`config.mk`:
```
export PLATFORM = sky130hd
export DESIGN_NAME = sdram_cmd_monitor_flat
export DESIGN_NICKNAME = d
export VERILOG_FILES = /design/src/rtl/sdram_cmd_monitor_pkg.sv /design/src/rtl/sdram_cmd_monitor_if.sv /design/src/rtl/sdram_bank_tracker.sv /design/src/rtl/sdram_cmd_monitor.sv /design/src/flat_wrapper.sv
export SDC_FILE = /design/constraint.sdc
export NUM_CORES = 1
export LEC_CHECK = 0
export ABC_AREA = 1
export CORE_UTILIZATION = 41
export DETAILED_ROUTE_END_ITERATION = 12
export DONT_BUFFER_PORTS = 1
export PLACE_DENSITY_LB_ADDON = 0.3
export SYNTH_ARGS = -nofsm -noshare
export SYNTH_HDL_FRONTEND = slang
export SYNTH_SLANG_ARGS = --single-unit
```
`constraint.sdc`:
```
create_clock -name CLK_n -period 2.75 [get_ports CLK_n]
set_input_delay 0.55 -clock CLK_n [delete_from_list [all_inputs] [get_ports CLK_n]]
set_output_delay 0.55 -clock CLK_n [all_outputs]
set_load 0.02 [all_outputs]
```
`src/rtl/sdram_cmd_monitor_pkg.sv`:
```
// sdram_cmd_monitor_pkg: command, error and state encodings plus the init-step matcher.
package sdram_cmd_monitor_pkg;
  localparam int MIN_GAP = 8;
  typedef enum logic [2:0] {
    MRST = 3'b000, ARSR = 3'b001, PRCH = 3'b010, ACTV = 3'b011,
    WRTE = 3'b100, READ = 3'b101, BTRM = 3'b110, NOOP = 3'b111
  } cmd_t;
  typedef enum logic [3:0] {
    E_NONE = 4'd0, E_CKE_CMD = 4'd1, E_SEQ = 4'd2, E_GAP = 4'd3,
    E_DBL_ACTV = 4'd4, E_CLOSED = 4'd5, E_OPEN_REF = 4'd6, E_CKE_DROP = 4'd7
  } err_t;
  typedef enum logic [3:0] {
    S_PWRUP, S_PALL1, S_EMRS, S_MRS_DLL, S_PALL2, S_REF1, S_REF2, S_MRS, S_READY, S_ERROR
  } state_t;
  // init states are ordered so a match always advances to state + 1
  function automatic logic init_match(state_t s, cmd_t c, logic [1:0] b, logic [12:0] a);
    case (s)
      S_PALL1, S_PALL2: return c == PRCH && a[10];
      S_EMRS:           return c == MRST && b == 2'd1;
      S_MRS_DLL:        return c == MRST && b == 2'd0 && a[8];
      S_REF1, S_REF2:   return c == ARSR;
      S_MRS:            return c == MRST && b == 2'd0 && !a[8];
      default:          return 1'b0;
    endcase
  endfunction
endpackage

```
`src/rtl/sdram_cmd_monitor_if.sv`:
```
// sdram_cmd_monitor_if: SDRAM command-bus pins as seen by driver (master) and monitor (slave).
interface sdram_cmd_monitor_if;
  logic        CKE;
  logic [2:0]  COMMAND;
  logic [12:0] ADDRESS;
  logic [1:0]  BANK;
  modport master (output CKE, COMMAND, ADDRESS, BANK);
  modport slave  (input CKE, COMMAND, ADDRESS, BANK);
endinterface

```
`src/rtl/sdram_bank_tracker.sv`:
```
// sdram_bank_tracker: per-bank open-row flags updated by ACTV/PRCH, with open/closed queries.
module sdram_bank_tracker
  import sdram_cmd_monitor_pkg::*;
(
  input  logic       CLK_n,
  input  logic       RST,
  input  logic       en,
  input  cmd_t       cmd,
  input  logic [1:0] bank,
  input  logic       a10,
  output logic [3:0] bank_open,
  output logic       sel_open,
  output logic       any_open
);
  always_ff @(posedge CLK_n or negedge RST)
    if (!RST) bank_open <= 4'b0;
    else if (en) bank_open <= cmd == ACTV ? bank_open | (4'b1 << bank) :
                              cmd == PRCH ? (a10 ? 4'b0 : bank_open & ~(4'b1 << bank)) : bank_open;
  assign sel_open = bank_open[bank];
  assign any_open = |bank_open;
endmodule

```
`src/rtl/sdram_cmd_monitor.sv`:
```
// sdram_cmd_monitor: checks SDRAM init sequence, bank usage and refreshes; sticky first error.
// Define SDRAM_MON_GAP_CHECK_EN to enable the init NOOP-gap counter and error 3.
module sdram_cmd_monitor
  import sdram_cmd_monitor_pkg::*;
(
  input  logic                CLK_n,
  input  logic                RST,
  sdram_cmd_monitor_if.slave  bus,
  output logic                INIT_DONE,
  output logic                ERROR,
  output logic [3:0]          ERR_CODE,
  output logic [12:0]         MODE_REG,
  output logic [12:0]         EXT_MODE_REG,
  output logic [3:0]          BANK_OPEN,
  output logic [15:0]         REFRESH_COUNT
);
  state_t state, state_nx;
  err_t   err;
  cmd_t   cmd;
  logic   gap_short, sel_open, any_open, trk_en, in_init, ready, match;
  assign cmd = cmd_t'(bus.COMMAND);
`ifdef SDRAM_MON_GAP_CHECK_EN
  logic [7:0] gap;
  always_ff @(posedge CLK_n or negedge RST)
    if (!RST) gap <= 8'hff;
    else gap <= cmd != NOOP ? 8'h00 : gap == 8'hff ? gap : gap + 8'd1;
  assign gap_short = gap < 8'(MIN_GAP);
`else
  assign gap_short = 1'b0;
`endif
  always_comb begin
    ready = state == S_READY;
    in_init = state >= S_PALL1 && state <= S_MRS;
    match = init_match(state, cmd, bus.BANK, bus.ADDRESS);
    err = !bus.CKE && cmd != NOOP                                   ? E_CKE_CMD  :
          ready && !bus.CKE                                         ? E_CKE_DROP :
          in_init && cmd != NOOP && !match                          ? E_SEQ      :
          in_init && match && gap_short                             ? E_GAP      :
          ready && cmd == ACTV && sel_open                          ? E_DBL_ACTV :
          ready && (cmd == READ || cmd == WRTE) && !sel_open        ? E_CLOSED   :
          ready && (cmd == MRST || cmd == ARSR) && any_open         ? E_OPEN_REF : E_NONE;
    state_nx = state == S_ERROR || err != E_NONE ? S_ERROR :
               state == S_PWRUP                  ? (bus.CKE ? S_PALL1 : S_PWRUP) :
               in_init && match                  ? state_t'(state + 4'd1) : state;
    trk_en = ready && err == E_NONE;
  end
  sdram_bank_tracker u_trk (
    .CLK_n(CLK_n), .RST(RST), .en(trk_en), .cmd(cmd), .bank(bus.BANK),
    .a10(bus.ADDRESS[10]), .bank_open(BANK_OPEN), .sel_open(sel_open), .any_open(any_open)
  );
  // mode registers capture even on the violating cycle; everything freezes once in S_ERROR
  always_ff @(posedge CLK_n or negedge RST)
    if (!RST) begin
      state <= S_PWRUP;
      INIT_DONE <= 1'b0;
      ERROR <= 1'b0;
      ERR_CODE <= 4'd0;
      MODE_REG <= 13'd0;
      EXT_MODE_REG <= 13'd0;
      REFRESH_COUNT <= 16'd0;
    end else if (state != S_ERROR) begin
      state <= state_nx;
      INIT_DONE <= INIT_DONE | (state_nx == S_READY);
      ERROR <= err != E_NONE;
      ERR_CODE <= err;
      if (cmd == MRST && bus.BANK == 2'd0) MODE_REG <= bus.ADDRESS;
      if (cmd == MRST && bus.BANK == 2'd1) EXT_MODE_REG <= bus.ADDRESS;
      if (trk_en && cmd == ARSR) REFRESH_COUNT <= REFRESH_COUNT + 16'd1;
    end
endmodule

```
`src/flat_wrapper.sv`:
```
// flat-port wrapper written by rule: the top's interface ports become plain ports
module sdram_cmd_monitor_flat import sdram_cmd_monitor_pkg::*;
  (CLK_n, RST, INIT_DONE, ERROR, ERR_CODE, MODE_REG, EXT_MODE_REG, BANK_OPEN, REFRESH_COUNT, bus_CKE, bus_COMMAND, bus_ADDRESS, bus_BANK);
  sdram_cmd_monitor_if bus_i ();
  input  logic CLK_n;
  input  logic RST;
  output logic INIT_DONE;
  output logic ERROR;
  output logic [3:0] ERR_CODE;
  output logic [12:0] MODE_REG;
  output logic [12:0] EXT_MODE_REG;
  output logic [3:0] BANK_OPEN;
  output logic [15:0] REFRESH_COUNT;
  input wire logic [$bits(bus_i.CKE)-1:0] bus_CKE;
  input wire logic [$bits(bus_i.COMMAND)-1:0] bus_COMMAND;
  input wire logic [$bits(bus_i.ADDRESS)-1:0] bus_ADDRESS;
  input wire logic [$bits(bus_i.BANK)-1:0] bus_BANK;
  assign bus_i.CKE = bus_CKE;
  assign bus_i.COMMAND = bus_COMMAND;
  assign bus_i.ADDRESS = bus_ADDRESS;
  assign bus_i.BANK = bus_BANK;
  sdram_cmd_monitor u_core (.CLK_n(CLK_n), .RST(RST), .bus(bus_i), .INIT_DONE(INIT_DONE), .ERROR(ERROR), .ERR_CODE(ERR_CODE), .MODE_REG(MODE_REG), .EXT_MODE_REG(EXT_MODE_REG), .BANK_OPEN(BANK_OPEN), .REFRESH_COUNT(REFRESH_COUNT));
endmodule
```
=== After elaboration in Yosys (flattened, before gate mapping) ===
Index checks and enable logic that the tools add are counted.

* Flip-flop bits (word level): 56
* Input port bits: 21
* Output and inout port bits: 52

* Add/subtract/negate cells: 2
* Bitwise gates (word level): 4
* Shifts and indexed selects: 1
* Equal/unequal tests: 18
* Magnitude comparators: 3
* Mux-type cells: 16
* Reduce and logical (&&, ||, !) cells: 39

{| class="wikitable"
|+ Operators with widths
! operator !! number
|-
| two-way mux 4 bit || 11
|-
| logical AND 1 bit || 19
|-
| adder 16 x 1 -> 16 bit, second input constant || 1
|-
| equality test 4 x 3 -> 1 bit, second input constant || 4
|-
| equality test 4 bit, second input constant || 3
|-
| equality test 4 x 2 -> 1 bit, second input constant || 2
|-
| zero test 4 bit || 2
|-
| AND reduction 2 bit || 4
|-
| equality test 3 x 2 -> 1 bit, second input constant || 2
|-
| equality test 3 bit, second input constant || 2
|-
| one-hot mux 1 bit (5 select lines) || 1
|-
| adder 4 x 1 -> 4 bit, second input constant || 1
|-
| bitwise AND 4 bit || 1
|-
| equality test 4 x 1 -> 1 bit, second input constant || 1
|-
| >= comparator 4 x 1 -> 1 bit, second input constant || 1
|-
| <= comparator 4 x 3 -> 1 bit, second input constant || 1
|-
| zero test 1 bit || 4
|-
| inequality test 4 bit, second input constant || 1
|-
| inverter 4 bit || 1
|-
| OR 4 bit || 1
|-
| nonzero test 4 bit || 1
|-
| OR reduction 2 bit || 2
|-
| OR reduction 4 bit || 1
|-
| left shift 1 x 2 -> 4 bit, first input constant || 1
|-
| other kinds (12) || 15
|}

=== Longest topological paths before layout ===
* Depth in word-level cells: 15
* Depth in mapped cells: 15
* Gate-level depth less buffers: 15

=== Modules after synthesis ===
A second synthesis with hierarchy kept.

* Cell total of the unflattened synthesis: 385
* Area total of the unflattened synthesis: 2,914.0 um^2

{| class="wikitable"
|+ By module, submodules not included
! module !! cells each !! area each (um^2) !! instances !! seq. area each (um^2)
|-
| sdram_cmd_monitor || 339 || 2,647.5 || 1 || 1,276.2
|-
| sdram_bank_tracker || 46 || 266.5 || 1 || 100.1
|}

=== Worst setup path before layout ===
Ideal clock, no wire load.

* Kind: register -> register
* From: reg u_core.state[0]
* To: reg u_core.u_trk.bank_open[1]
* Arrival: 1,813 ps
* Cell stages (with the launch flop): 15
* Path buffers: 0
* Slack: 819 ps
* Library setup time: 118 ps
* Clock period less this slack: 1,931 ps
* Required time: 2,632 ps
* Cell sequence: dfrtp_1 > inv_1 > ha_1 > nand3_2 > inv_2 > nand2_4 > inv_2 > a31oi_2 > nand2_2 > nor2_4 > nand3_1 > nor2_2 > inv_2 > nand2_1 > nand2_1

* Longest elaborated chain between the ends: 12

{| class="wikitable"
|+ RTL lines
! item !! RTL line !! text
|-
| start, declared || sdram_cmd_monitor.sv:17 || <nowiki>state_t state, state_nx;</nowiki>
|-
| start signal, assigned || sdram_cmd_monitor.sv:62 || <nowiki>state <= state_nx;</nowiki>
|-
| equality test 4 bit || sdram_cmd_monitor.sv:32 || <nowiki>ready = state == S_READY;</nowiki>
|-
| logical AND 1 bit (2 in a row) || sdram_cmd_monitor.sv:41 || <nowiki>ready && (cmd == MRST || cmd == ARSR) && any_open ? E_OPEN_REF : E_NONE;</nowiki>
|-
| two-way mux 3 bit || sdram_cmd_monitor.sv:41 ||
|-
| two-way mux 4 bit || sdram_cmd_monitor.sv:40 || <nowiki>ready && (cmd == READ || cmd == WRTE) && !sel_open ? E_CLOSED :</nowiki>
|-
| two-way mux 4 bit || sdram_cmd_monitor.sv:39 || <nowiki>ready && cmd == ACTV && sel_open ? E_DBL_ACTV :</nowiki>
|-
| two-way mux 4 bit || sdram_cmd_monitor.sv:37 || <nowiki>in_init && cmd != NOOP && !match ? E_SEQ :</nowiki>
|-
| two-way mux 4 bit || sdram_cmd_monitor.sv:36 || <nowiki>ready && !bus.CKE ? E_CKE_DROP :</nowiki>
|-
| two-way mux 4 bit || sdram_cmd_monitor.sv:35 || <nowiki>err = !bus.CKE && cmd != NOOP ? E_CKE_CMD :</nowiki>
|-
| zero test 4 bit || sdram_cmd_monitor.sv:45 || <nowiki>trk_en = ready && err == E_NONE;</nowiki>
|-
| logical AND 1 bit (*) || sdram_cmd_monitor.sv:45 ||
|-
| AND reduction 2 bit (no source line) (*) || - ||
|-
| end signal, assigned || sdram_bank_tracker.sv:17 || <nowiki>else if (en) bank_open <= cmd == ACTV ? bank_open | (4'b1 << bank) :</nowiki>
|-
| end, declared || sdram_bank_tracker.sv:11 || <nowiki>output logic [3:0] bank_open,</nowiki>
|}

Mark *: on every way between the ends. The rest lies on a longest branch, timed or not.
A chain may end at the register's enable or synchronous reset.

=== Worst setup path after layout ===
* From: reg u_core.state[1]
* To: reg u_core.u_trk.bank_open[1]

The elaborated chain is that of the path after synthesis.

==> out/qor_table.md <==
| Result | Reported |
|:---|:---|
| Max Fanout on Critical Path | 5 |
| DRT antenna net count | 0 |
| Synthesized instance count | 398 |
| Most used DFF post-synth | dfrtp_1 |
| N_diodes | 0 |
| Proportion of synthesized chip area in sequential cells | 0.459 |
| Die width | 87.6 µm |
| Number of clock sinks seen by CTS | 55 |
| Synth Area per Inst | 7.54 µm² |
| Residual DRC count | 0 |
| HPWL after detailed placement | 4850 µm |
| Area enclosed by the die boundary | 7670 µm² |
| Fraction of synthesis flops using an asynchronous set or reset pin | 1.00 |
| Max stage delay cell, worst path | dfrtp_1 |
| Critical path start-end classification | flip-flop to flip-flop |
| Synth Warn # | 0 |
| Crit path buffers/inverters | 3 |
| Number of buffers on the longest clock path | 2 |
| Yosys top cell by area | dfrtp_1 |
| Die H | 87.6 µm |
| Via count of the first global-routing pass | 2286 |
| Area of combinational cells with multiple inputs | 1370 µm² |
| Part of the power in the clock network | 0.253 |
| Number of ports placed on the die boundary | 73 |
| Count of state elements after synthesis | 55 |
| Cell seen most often among critical-path stages | nand2_1 |
| Total Routing Usage GR | 0.175 |
| Cell family contributing the most delay on the critical path | simple AND/OR/NAND/NOR gates |
| P per Cell Area | 561 nW/µm² |
| Internal power component | 1.18 mW |
| CORE AREA | 6940 µm² |
| Post-synth cell types | 32 |
| Fraction of final layout cells sized beyond drive strength 1 | 0.0896 |
| Reg-to-reg critical path startpoint | u_core.state[1]$_DFFE_PN0N_ |
| Part of the cycle the worst path needs | 0.798 |
| Clock buffer count from CTS | 5 |
| Standard-cell rows | 30 |
| Largest incremental delay on the critical path | 0.42 ns |
| Utilization after layout | 0.463 |
| Setup TNS | 0 ns |
| Setup crit end kind | flip-flop |
| Path type of the worst min-delay path | input pin to async pin |
| Largest net degree at the start of global routing | 56 |
| Wire length reported by the detailed router | 6550 µm |
| Clock-pin slew reported for the worst setup and hold paths after clock tree synthesis | 0.10 ns |
| FF+latch area | 1380 µm² |
| Starting Density | 0.432 |
| Switching power | 0.620 mW |
| GRT Residual Overflow | 0 |
| 1st-iter DRT viols | 104 |
| Fin nets | 427 |
| Root Buffer Master | clkbuf_8 |
| CTS H-Tree Depth | 2 |
| Highest clock rate | 456 MHz |
| Required time of the critical path | 2.95 ns |
| Maximum resistive drop on vdd | 236 µV |
| Switching part of the total | 0.344 |
| Max cap viols | 0 |
| Worst Reg-to-Reg Cells | 15 |
| Via density | 4.99 |
| Hold Violations, Final | 0 |
| Routed via count | 2483 |
| Net count after synthesis | 424 |
| Area overhead of the layout relative to synthesis | 7.09% |
| Length of the first detailed-routing pass in iterations | 5 |
| Startpoint types | flip-flop |
| CTS tree | built |
| Most area-consuming cells after synthesis | dfrtp_1 (46%), nand2_1 (16%), nand3_1 (6.0%) |
| RSZ-0062 raised after global routing | false |
| Initial antenna violation count | 0 |
| Data arrival time at the worst-slack endpoint | 2.40 ns |
| Setup violators final | 0 |
| Count of buffers from port buffering | 0 |
| Synthesized cell area | 3000 µm² |
| Number of stages on the worst setup path | 15 |
| Detail-routed net length per standard cell | 13.1 µm |
| Combinational share of power | 0.100 |
| GPL Wtd Cong | 0.869 |
| Number of enable-type register cells in the synthesized netlist | 0 |
| Clock insertion delay at the later pin of the skew report | 0.30 ns |
| Fillcell total | 695 |
| Leakage power | 1.70 nW |
| Status | finished clean |
| Placed Cells | 489 |
| Final Slew Violations | 0 |
| Area fraction of the dominant cell type after synthesis | 0.459 |
| Flop pwr share | 0.648 |
| Worst clock skew on the final layout | 0.0114 ns |
| Wire length of the first global-routing pass | 10600 µm |
| Crit path launch | u_core.state[1]$_DFFE_PN0N_ |
| Critical-path cell list | inv_1, ha_1, nor2_1, nor2_1, nand2_1, nand2_1, inv_1, nand3_2, nand2_2, nor2_4, nand3_1, nor2_2, inv_2, nand2_1, nand2_1 |
| Min cycle time layout | 2.19 ns |
| Final Non-Filler Cells | 498 |
[worst reg2reg max path, cell delays in order (launching register included)]
cell     delay (ns)
dfrtp_1        0.42
inv_1          0.13
ha_1           0.28
nor2_1         0.06
nor2_1         0.13
nand2_1        0.07
nand2_1        0.08
inv_1          0.05
nand3_2        0.10
nand2_2        0.08
nor2_4         0.13
nand3_1        0.14
nor2_2         0.23
inv_2          0.08
nand2_1        0.06
nand2_1        0.06
[cells in the mapped netlist, types with 2 or more instances]
cell	count
xnor2_1	2
nor2_1	28
xor2_1	6
nand2_2	2
nor3_1	3
nand3_2	2
nand2_1	131
nor3_2	2
a21oi_1	2
o211ai_1	2
nand2_4	2
o21ai_0	35
buf_6	2
dfrtp_1	55
inv_2	8
nor2_2	4
nand4_1	3
inv_1	47
ha_1	5
nand3_1	36
clkbuf_1	5
nand3b_1	6
[logic make-up (layout without fill, tap and decap cells)]
logic type,count (synthesis),in the layout,share of synthesized area
AND/OR/NAND/NOR,223,223,0.333
other,1,1,0.00125
XOR/XNOR,8,8,0.0233
AO/OA/AOI/OAI,43,43,0.0775
adder cells (fa/ha/maj),5,5,0.0208
flip-flops,55,55,0.459
buffers and inverters,63,67,0.0850
[state kept, by name, summed over array words and instances, names as in the netlist]
| signal | flops |
|---|---|
| u_core.REFRESH_COUNT | 16 |
| u_core.ERROR | 1 |
| u_core.INIT_DONE | 1 |
| u_core.ERR_CODE | 3 |
| u_core.EXT_MODE_REG | 13 |
| u_core.MODE_REG | 13 |
| u_core.state | 4 |
| u_core.u_trk.bank_open | 4 |
[final timing paths]
check	endpoint	slack [ns]
setup / recovery	u_core.u_trk.bank_open[1]$_DFFE_PN0P_	0.56
hold / removal	u_core.u_trk.bank_open[2]$_DFFE_PN0P_	0.08
setup reg to reg	u_core.u_trk.bank_open[1]$_DFFE_PN0P_	0.56
hold reg to reg	u_core.INIT_DONE$_DFFE_PN0N_	0.63
max in group asynchronous	u_core.REFRESH_COUNT[14]$_DFFE_PN0P_	2.41
min in group CLK_n	u_core.MODE_REG[8]$_DFFE_PN0P_	0.40
[power by group through the flow]
stage	Sequential (mW)	Clock (mW)	Combinational, mW
2_1_floorplan	1.16	0	0.132
3_3_place_gp	1.18	0	0.153
3_5_place_dp	1.19	0	0.160
4_1_cts	1.17	0.471	0.183
5_1_grt	1.19	0.509	0.212
6_report	1.17	0.456	0.180
[per-stage QoR]
stage          cell area (µm²)  hold slack (ns)  power [mW]  setup slack [ns]
4_1_cts                   3210           0.0907        1.83             0.579
5_1_grt                   3210           0.0814        1.91             0.364
2_1_floorplan             3000            0.254        1.29             0.819
3_3_place_gp              3100            0.257        1.34             0.683
3_5_place_dp              3100            0.257        1.35             0.578
6_report                  3210           0.0821        1.80             0.556
[per-layer routing]
metal	wire length [µm]	vias up	track usage
met5	0	-	0
met4	19	0	0.0387
li1	-	1253	-
met1	2950	1151	0.223
met2	3050	77	0.289
met3	527	2	0.0613
[cells in the final DEF (no fill, tap or decap), types with 2 or more instances in the layout]
cell type  synthesis  final
o211ai_1           2      2
nand2_1          131    131
inv_6              0      2
a21oi_1            2      2
dfrtp_1           55     55
nand2_4            2      2
nand3_2            2      2
xnor2_1            2      2
nand4_1            3      3
clkbuf_8           0      5
nor3_2             2      2
nand3b_1           6      6
inv_1             47     47
xor2_1             6      6
inv_2              8      8
o21ai_0           35     35
nor2_1            28     28
nor2_2             4      4
buf_4              1      3
nand2_2            2      2
nand3_1           36     36
nor3_1             3      3
ha_1               5      5
[cell type report]
cell class / count / share of cell area
Tap cell: 96 / 0.0374
Sequential cell: 55 / 0.428
Clock buffer: 5 / 0.0214
Multi-Input combinational cell: 280 / 0.426
Clock inverter: 3 / 0.00701
Inverter: 55 / 0.0642
Timing Repair Buffer: 4 / 0.0156
[what timing repair did]
| item | in CTS | in global routing |
|---|---|---|
| hold buffers | 1 | 0 |
| endpoints found under the hold margin | 55 | 0 |
| resized for setup | 0 | 0 |
| buffers inserted | 0 | 0 |
Power figures use the tool's default switching activity.
